[src/rtl/mem_arb_pkg.sv]
// Purpose: shared constants for the two-port BRAM arbiter (FSM encoding, rw codes).
// Latency: n/a (constants only).
// Backpressure: n/a.
package mem_arb_pkg;

    // Transaction FSM encoding, kept as plain 2-bit constants for legacy tools
    localparam logic [1:0] ST_IDLE  = 2'd0;
    localparam logic [1:0] ST_ISSUE = 2'd1;
    localparam logic [1:0] ST_WAIT  = 2'd2;
    localparam logic [1:0] ST_RESP  = 2'd3;

    // Request direction on req_rw / mem_rw
    localparam logic RW_READ  = 1'b0;
    localparam logic RW_WRITE = 1'b1;

endpackage

[src/rtl/mem_arbiter_if.sv]
// Purpose: bundles both requester channels and the BRAM pins of the arbiter.
// Latency: n/a (wiring only).
// Backpressure: req valid/ready and rsp valid/ready per port; BRAM side has none.
interface mem_arbiter_if #(
    parameter int ADDR_W = 32,
    parameter int DATA_W = 32
);
    import mem_arb_pkg::*;

    // Port 0: instruction fetch
    logic              p0_req_valid;
    logic              p0_req_ready;
    logic              p0_req_rw;
    logic [ADDR_W-1:0] p0_req_addr;
    logic [DATA_W-1:0] p0_req_wdata;
    logic              p0_rsp_valid;
    logic              p0_rsp_ready;
    logic [DATA_W-1:0] p0_rsp_rdata;

    // Port 1: data load/store or loader/DMA
    logic              p1_req_valid;
    logic              p1_req_ready;
    logic              p1_req_rw;
    logic [ADDR_W-1:0] p1_req_addr;
    logic [DATA_W-1:0] p1_req_wdata;
    logic              p1_rsp_valid;
    logic              p1_rsp_ready;
    logic [DATA_W-1:0] p1_rsp_rdata;

    // Single BRAM port
    logic              mem_enable;
    logic              mem_rw;
    logic [ADDR_W-1:0] mem_addr;
    logic [DATA_W-1:0] mem_wdata;
    logic [DATA_W-1:0] mem_rdata;

    // Arbiter side: serves requests and drives the BRAM
    modport slave (
        input  p0_req_valid, p0_req_rw, p0_req_addr, p0_req_wdata, p0_rsp_ready,
        input  p1_req_valid, p1_req_rw, p1_req_addr, p1_req_wdata, p1_rsp_ready,
        input  mem_rdata,
        output p0_req_ready, p0_rsp_valid, p0_rsp_rdata,
        output p1_req_ready, p1_rsp_valid, p1_rsp_rdata,
        output mem_enable, mem_rw, mem_addr, mem_wdata
    );

    // Requester/memory side
    modport master (
        output p0_req_valid, p0_req_rw, p0_req_addr, p0_req_wdata, p0_rsp_ready,
        output p1_req_valid, p1_req_rw, p1_req_addr, p1_req_wdata, p1_rsp_ready,
        output mem_rdata,
        input  p0_req_ready, p0_rsp_valid, p0_rsp_rdata,
        input  p1_req_ready, p1_rsp_valid, p1_rsp_rdata,
        input  mem_enable, mem_rw, mem_addr, mem_wdata
    );

endinterface

[src/rtl/rr_arb2.sv]
// Purpose: two-input round-robin select; on a tie the port that did not win last time wins.
// Latency: combinational.
// Backpressure: none; caller qualifies sel_o with any_o.
module rr_arb2 (
    input  logic [1:0] valid_i,
    input  logic       last_grant_i,
    output logic       sel_o,
    output logic       any_o
);

    // Lone requester wins outright; a tie goes to the port opposite last_grant
    always_comb begin
        any_o = |valid_i;
        if (&valid_i) begin
            sel_o = ~last_grant_i;
        end else begin
            sel_o = valid_i[1];
        end
    end

endmodule

[src/rtl/mem_arbiter.sv]
// Purpose: shares one BRAM port between two requesters, one transaction at a time, round-robin.
// Latency: write rsp 2 cycles after accept, read rsp READ_LATENCY+2 cycles after accept.
// Backpressure: req_ready only in IDLE; RESP holds until the granted port's rsp_ready.
module mem_arbiter
    import mem_arb_pkg::*;
#(
    parameter int ADDR_W       = 32,
    parameter int DATA_W       = 32,
    parameter int READ_LATENCY = 1
) (
    input  logic          clock,
    input  logic          reset,
    mem_arbiter_if.slave  bus,
    output logic          busy,
    output logic          grant
);

    localparam int CNT_W = (READ_LATENCY > 1) ? $clog2(READ_LATENCY) : 1;

    // A zero-latency BRAM would make the WAIT countdown meaningless
    generate
        if (READ_LATENCY < 1) begin : g_bad_latency
            $error("mem_arbiter: READ_LATENCY must be at least 1");
        end
    endgenerate

    logic [1:0]        state_q, state_d;
    logic              grant_q, grant_d;
    logic              last_grant_q, last_grant_d;
    logic              rw_q, rw_d;
    logic [ADDR_W-1:0] addr_q, addr_d;
    logic [DATA_W-1:0] wdata_q, wdata_d;
    logic [DATA_W-1:0] rdata_q, rdata_d;
    logic [CNT_W-1:0]  cnt_q, cnt_d;

    logic              sel;
    logic              any;
    logic              in_idle;
    logic              rsp_ready_sel;

    rr_arb2 u_rr (
        .valid_i      ({bus.p1_req_valid, bus.p0_req_valid}),
        .last_grant_i (last_grant_q),
        .sel_o        (sel),
        .any_o        (any)
    );

    assign in_idle       = (state_q == ST_IDLE);
    assign rsp_ready_sel = grant_q ? bus.p1_rsp_ready : bus.p0_rsp_ready;

    assign bus.p0_req_ready = in_idle & any & ~sel;
    assign bus.p1_req_ready = in_idle & any &  sel;

    assign bus.p0_rsp_valid = (state_q == ST_RESP) & ~grant_q;
    assign bus.p1_rsp_valid = (state_q == ST_RESP) &  grant_q;
    assign bus.p0_rsp_rdata = rdata_q;
    assign bus.p1_rsp_rdata = rdata_q;

    // BRAM pins come straight from the latched request; only mem_enable qualifies them
    assign bus.mem_enable = (state_q == ST_ISSUE);
    assign bus.mem_rw     = rw_q;
    assign bus.mem_addr   = addr_q;
    assign bus.mem_wdata  = wdata_q;

    assign busy  = ~in_idle;
    assign grant = grant_q;

    // Next-state: accept in IDLE, pulse BRAM in ISSUE, count out read latency, hold response
    always_comb begin
        state_d      = state_q;
        grant_d      = grant_q;
        last_grant_d = last_grant_q;
        rw_d         = rw_q;
        addr_d       = addr_q;
        wdata_d      = wdata_q;
        rdata_d      = rdata_q;
        cnt_d        = cnt_q;
        case (state_q)
            ST_IDLE: begin
                if (any) begin
                    grant_d      = sel;
                    last_grant_d = sel;
                    rw_d         = sel ? bus.p1_req_rw    : bus.p0_req_rw;
                    addr_d       = sel ? bus.p1_req_addr  : bus.p0_req_addr;
                    wdata_d      = sel ? bus.p1_req_wdata : bus.p0_req_wdata;
                    state_d      = ST_ISSUE;
                end
            end
            ST_ISSUE: begin
                if (rw_q == RW_WRITE) begin
                    rdata_d = '0;
                    state_d = ST_RESP;
                end else begin
                    cnt_d   = CNT_W'(READ_LATENCY - 1);
                    state_d = ST_WAIT;
                end
            end
            ST_WAIT: begin
                if (cnt_q == '0) begin
                    rdata_d = bus.mem_rdata;
                    state_d = ST_RESP;
                end else begin
                    cnt_d = cnt_q - CNT_W'(1);
                end
            end
            ST_RESP: begin
                if (rsp_ready_sel) begin
                    state_d = ST_IDLE;
                end
            end
            default: state_d = ST_IDLE;
        endcase
    end

    // State and datapath registers; reset aborts any transaction in flight
    always_ff @(posedge clock or negedge reset) begin
        if (!reset) begin
            state_q      <= ST_IDLE;
            grant_q      <= 1'b0;
            last_grant_q <= 1'b1;
            rw_q         <= RW_READ;
            addr_q       <= '0;
            wdata_q      <= '0;
            rdata_q      <= '0;
            cnt_q        <= '0;
        end else begin
            state_q      <= state_d;
            grant_q      <= grant_d;
            last_grant_q <= last_grant_d;
            rw_q         <= rw_d;
            addr_q       <= addr_d;
            wdata_q      <= wdata_d;
            rdata_q      <= rdata_d;
            cnt_q        <= cnt_d;
        end
    end

endmodule
[src/flat_wrapper.sv]
// flat-port wrapper written by rule: the top's interface ports become plain ports
module mem_arbiter_flat import mem_arb_pkg::*;
#(
    parameter int ADDR_W       = 32,
    parameter int DATA_W       = 32,
    parameter int READ_LATENCY = 1
)
  (clock, reset, busy, grant, bus_p0_req_valid, bus_p0_req_rw, bus_p0_req_addr, bus_p0_req_wdata, bus_p0_rsp_ready, bus_p1_req_valid, bus_p1_req_rw, bus_p1_req_addr, bus_p1_req_wdata, bus_p1_rsp_ready, bus_mem_rdata, bus_p0_req_ready, bus_p0_rsp_valid, bus_p0_rsp_rdata, bus_p1_req_ready, bus_p1_rsp_valid, bus_p1_rsp_rdata, bus_mem_enable, bus_mem_rw, bus_mem_addr, bus_mem_wdata);
  mem_arbiter_if #(.ADDR_W(ADDR_W), .DATA_W(DATA_W)) bus_i ();
  input  logic clock;
  input  logic reset;
  output logic busy;
  output logic grant;
  input wire logic [$bits(bus_i.p0_req_valid)-1:0] bus_p0_req_valid;
  input wire logic [$bits(bus_i.p0_req_rw)-1:0] bus_p0_req_rw;
  input wire logic [$bits(bus_i.p0_req_addr)-1:0] bus_p0_req_addr;
  input wire logic [$bits(bus_i.p0_req_wdata)-1:0] bus_p0_req_wdata;
  input wire logic [$bits(bus_i.p0_rsp_ready)-1:0] bus_p0_rsp_ready;
  input wire logic [$bits(bus_i.p1_req_valid)-1:0] bus_p1_req_valid;
  input wire logic [$bits(bus_i.p1_req_rw)-1:0] bus_p1_req_rw;
  input wire logic [$bits(bus_i.p1_req_addr)-1:0] bus_p1_req_addr;
  input wire logic [$bits(bus_i.p1_req_wdata)-1:0] bus_p1_req_wdata;
  input wire logic [$bits(bus_i.p1_rsp_ready)-1:0] bus_p1_rsp_ready;
  input wire logic [$bits(bus_i.mem_rdata)-1:0] bus_mem_rdata;
  output wire logic [$bits(bus_i.p0_req_ready)-1:0] bus_p0_req_ready;
  output wire logic [$bits(bus_i.p0_rsp_valid)-1:0] bus_p0_rsp_valid;
  output wire logic [$bits(bus_i.p0_rsp_rdata)-1:0] bus_p0_rsp_rdata;
  output wire logic [$bits(bus_i.p1_req_ready)-1:0] bus_p1_req_ready;
  output wire logic [$bits(bus_i.p1_rsp_valid)-1:0] bus_p1_rsp_valid;
  output wire logic [$bits(bus_i.p1_rsp_rdata)-1:0] bus_p1_rsp_rdata;
  output wire logic [$bits(bus_i.mem_enable)-1:0] bus_mem_enable;
  output wire logic [$bits(bus_i.mem_rw)-1:0] bus_mem_rw;
  output wire logic [$bits(bus_i.mem_addr)-1:0] bus_mem_addr;
  output wire logic [$bits(bus_i.mem_wdata)-1:0] bus_mem_wdata;
  assign bus_i.p0_req_valid = bus_p0_req_valid;
  assign bus_i.p0_req_rw = bus_p0_req_rw;
  assign bus_i.p0_req_addr = bus_p0_req_addr;
  assign bus_i.p0_req_wdata = bus_p0_req_wdata;
  assign bus_i.p0_rsp_ready = bus_p0_rsp_ready;
  assign bus_i.p1_req_valid = bus_p1_req_valid;
  assign bus_i.p1_req_rw = bus_p1_req_rw;
  assign bus_i.p1_req_addr = bus_p1_req_addr;
  assign bus_i.p1_req_wdata = bus_p1_req_wdata;
  assign bus_i.p1_rsp_ready = bus_p1_rsp_ready;
  assign bus_i.mem_rdata = bus_mem_rdata;
  assign bus_p0_req_ready = bus_i.p0_req_ready;
  assign bus_p0_rsp_valid = bus_i.p0_rsp_valid;
  assign bus_p0_rsp_rdata = bus_i.p0_rsp_rdata;
  assign bus_p1_req_ready = bus_i.p1_req_ready;
  assign bus_p1_rsp_valid = bus_i.p1_rsp_valid;
  assign bus_p1_rsp_rdata = bus_i.p1_rsp_rdata;
  assign bus_mem_enable = bus_i.mem_enable;
  assign bus_mem_rw = bus_i.mem_rw;
  assign bus_mem_addr = bus_i.mem_addr;
  assign bus_mem_wdata = bus_i.mem_wdata;
  mem_arbiter #(.ADDR_W(ADDR_W), .DATA_W(DATA_W), .READ_LATENCY(READ_LATENCY)) u_core (.clock(clock), .reset(reset), .bus(bus_i), .busy(busy), .grant(grant));
endmodule
[config.mk]
export PLATFORM = sky130hd
export DESIGN_NAME = mem_arbiter_flat
export DESIGN_NICKNAME = d
export VERILOG_FILES = /design/src/rtl/mem_arb_pkg.sv /design/src/rtl/mem_arbiter_if.sv /design/src/rtl/rr_arb2.sv /design/src/rtl/mem_arbiter.sv /design/src/flat_wrapper.sv
export SDC_FILE = /design/constraint.sdc
export NUM_CORES = 1
export LEC_CHECK = 0
export ABC_AREA = 1
export BUFFER_PORTS_ARGS = -buffer_cell sky130_fd_sc_hd__clkbuf_2
export CORE_AREA = 2 2 118 120
export DETAILED_ROUTE_END_ITERATION = 10
export DIE_AREA = 0 0 120 122
export PLACE_DENSITY = 0.71
export SKIP_CTS_REPAIR_TIMING = 1
export SLEW_MARGIN = 40
export SYNTH_ARGS = -nofsm -noshare
export SYNTH_HDL_FRONTEND = slang
export SYNTH_SLANG_ARGS = --single-unit
[constraint.sdc]
create_clock -name clock -period 1.4 [get_ports clock]
set_clock_uncertainty 0.1 [all_clocks]
set_input_delay 0.14 -clock clock [delete_from_list [all_inputs] [get_ports clock]]
set_output_delay 0.14 -clock clock [all_outputs]
set_load 0.01 [all_outputs]
==> results by group <==
Run status
  • Outcome: finished with violations
  • Failing checks: setup timing

STA
  • RSZ-0062 raised after global routing: true
  • Slew Limit Headroom: 72.55%
  • Fmax achieved: 0.5614 GHz
  • Period utilization: 127.2%
  • Final worst setup slack: -0.3814 ns
  • Max-slew violations: 0
  • Setup TNS: -27.94 ns
  • Least-Margin Pin Slew: 0.4118 ns
  • Final min period: 1.781 ns
  • Final setup violation count: 103
  • Hold Fails Final Rpt: 0

Placed design
  • Placed Area: 6598 µm²
  • Placed Cells: 1015
  • GPL Wtd Cong: 0.7694
  • IO buf count: 303
  • DP HPWL: 10670 µm
  • Setup WS pre-CTS: -0.1491 ns

Cells and area
  • Most common cell after layout, fill and taps aside: clkbuf_2
  • Most frequent cells in the layout: clkbuf_2 (297), dlygate4sd3_1 (163), nand3_1 (109), dfrtp_1 (100), nand2_1 (78)
  • Register area: 2529 µm²
  • Number of nets in the layout: 1214
  • Area growth, synth to finish: 102.3%
  • Area of the multi-input gates: 2380 µm²
  • Final instance area: 9683 µm²
  • Fill count: 901
  • Count of non-filler cells in the finished layout: 1228
  • Layout cells sized above 1: 50.48%

Pwr
  • Comb pwr share: 58.2%
  • Sequential share of power: 28.3%
  • Worst vdd ir: 0.9462 mV
  • Net Sw Frac: 42.31%
  • Clock share of power: 13.5%
  • P_int: 10.26 mW
  • Leakage: 5.189 nW
  • Pwr Total: 17.78 mW
  • Net Switching: 7.522 mW
  • Power density over the cells: 1836 nW/µm²

Clock tree
  • CTS H-Tree Depth: 3
  • Clock Tree Buf Depth: 2
  • Total CTS buffers: 9
  • Root Buffer: clkbuf_16
  • Clock transition at path regs: 0.07 ns
  • CTS tree: yes
  • # clock sinks: 101
  • Clk_lat worst skew: 0.34 ns

Floorplanning
  • Io pins: 304
  • Die W: 120 µm
  • Die area: 14640 µm²
  • Rows: 43
  • Core Region: 13500 µm²
  • Die height: 122 µm
  • Initial Utilization: 35.45%

Routing
  • DRC viols: 0
  • Vias post-DR: 6152
  • Final wirelength: 22150 µm
  • Via density: 5.010
  • Pre-antenna DRT Iters: 5
  • Wire per inst: 18.03 µm
  • Antenna-violating nets left: 0
  • DRT iter0 DRCs: 421

Critical path
  • Crit path cell chain: inv_2 -> ha_4 -> inv_6 -> buf_4 -> nor2_4 -> buf_12 -> buf_6
  • Crit Path Max Fanout: 5
  • Worst EP required: 1.16 ns
  • Slowest stage delay, CP: 0.40 ns
  • Crit end category: output port
  • WP data arrival: 1.54 ns
  • Critical path class: reg2out
  • Crit-path slowest cell: dfrtp_1
  • Worst Setup Start Kind: flip-flop

Job
  • Max cap viols: 0

Global routing
  • Met1 usage: 24.34%
  • GR peak layer: met2
  • First-pass GRT wire length: 21650 µm
  • Grt total ovfl: 0
  • GR Util All Layers: 18.55%
  • Number of global-route vias before repair: 4261
  • M2 GR Usage: 29.97%
  • M3 GR Usage: 4.588%
  • Largest net degree at the start of global routing: 47
  • Antenna violations before repair: 2

Yosys
  • Cell Area, Synth: 4787 µm²
  • Flops & latches, synth: 101
  • Cell variety after synth: 17
  • Synth warnings: 0
  • Sequential fraction of the synthesis area: 52.82%
  • Gate Count Post-Synth: 570
  • Syn nets: 743
  • Mapped Avg Cell Area: 8.398 µm²

Worst hold path
  • Worst hold path type: in2reg
==> worst max-delay path, delay by kind of cell, from the launching register on <==
kind	cells	cell delay, ns
adder cells (fa/ha/maj)	1	0.17
buffers and inverters	5	0.49
flip-flops	1	0.40
AND/OR/NAND/NOR	1	0.14
==> layout make-up <==
type	count	share of cell area, %
Multi-Input combinational cell	356	24.58
Antenna cell	2	0.05169
Sequential cell	101	26.11
Clock inverter	4	0.3360
Tap cell	180	2.326
Inverter	43	1.744
Clock buffer	12	2.546
Timing Repair Buffer	530	42.31
==> path summary, 6_finish.rpt <==
| kind | startpoint | end | slack [ns] | depth (start not counted) |
|---|---|---|---|---|
| worst max-delay path | u_core.state_q[0] | bus_p1_req_ready | -0.38 | 7 |
| worst min-delay path | bus_p0_rsp_ready | u_core.state_q[0] | 0.11 | 5 |
| worst max register to register | u_core.state_q[0] | u_core.bus.p0_rsp_rdata[10] | -0.37 | 10 |
| worst min register to register | u_core.last_grant_q | u_core.last_grant_q | 0.37 | 2 |
| max in group asynchronous | reset | u_core.last_grant_q | 0.53 | 3 |
| min in group asynchronous | reset | u_core.bus.mem_addr[0] | 0.16 | 2 |
==> registers in the layout, indices dropped and copies added, names as in the netlist <==
signal,count
u_core.bus.mem_addr,32
u_core.bus.mem_wdata,32
u_core.bus.p0_rsp_rdata,32
u_core.state_q,2
u_core.bus.mem_rw,1
u_core.grant,1
u_core.last_grant_q,1
==> synth_stat cells <==
cell type	instances	share of area, %
nand3_1	167	17
nand2_1	144	11
dfrtp_1	100	52
inv_1	40	3.1
buf_4	39	6.1
o21ai_0	27	2.8
buf_2	20	2.1
clkbuf_1	11	0.86
o21ai_1	6	0.63
ha_1	5	1.3
inv_2	3	0.24
nor2_1	2	0.16
nor2_4	2	0.47
dfstp_2	1	0.55
nand2_2	1	0.13
nor2_2	1	0.13
o21ai_4	1	0.34
==> through the flow <==
| step | utilization (%) | hold WS [ns] |
|---|---|---|
| final | 71.70 | 0.1117 |
| after global routing | 71.70 | 0.1464 |
| after CTS | 50.92 | -0.3920 |
| after detailed placement | 48.86 | -0.01638 |
| after global placement | 48.86 | -0.01477 |
| after floorplan | - | -0.2556 |
==> power by group through the flow <==
stage / Sequential [mW] / Combinational [mW] / Clock (mW)
2_1_floorplan: 5.46 / 3.91 / 0
3_3_place_gp: 4.94 / 6.97 / 0
3_5_place_dp: 4.97 / 7.07 / 0
4_1_cts: 4.95 / 7.07 / 2.45
5_1_grt: 5.14 / 11.1 / 2.58
6_report: 5.03 / 10.3 / 2.40
==> kinds of logic (layout without fill, tap and decap cells) <==
group | after synthesis | in the layout | synth area share (%)
other | 0 | 2 | 0
buffers and inverters | 113 | 589 | 12.44
DFF | 101 | 101 | 52.82
adders and majority gates | 5 | 5 | 1.307
AOI/OAI and AO/OA | 34 | 34 | 3.790
and+or+nand+nor | 317 | 317 | 29.64
==> metal layers <==
layer  share of wire [%]  routed length (µm)
met1                  36                7972
met2                  51               11240
met3                 8.1                1790
met4                 5.1                1138
met5                   0                   0
Power figures use the tool's default switching activity.
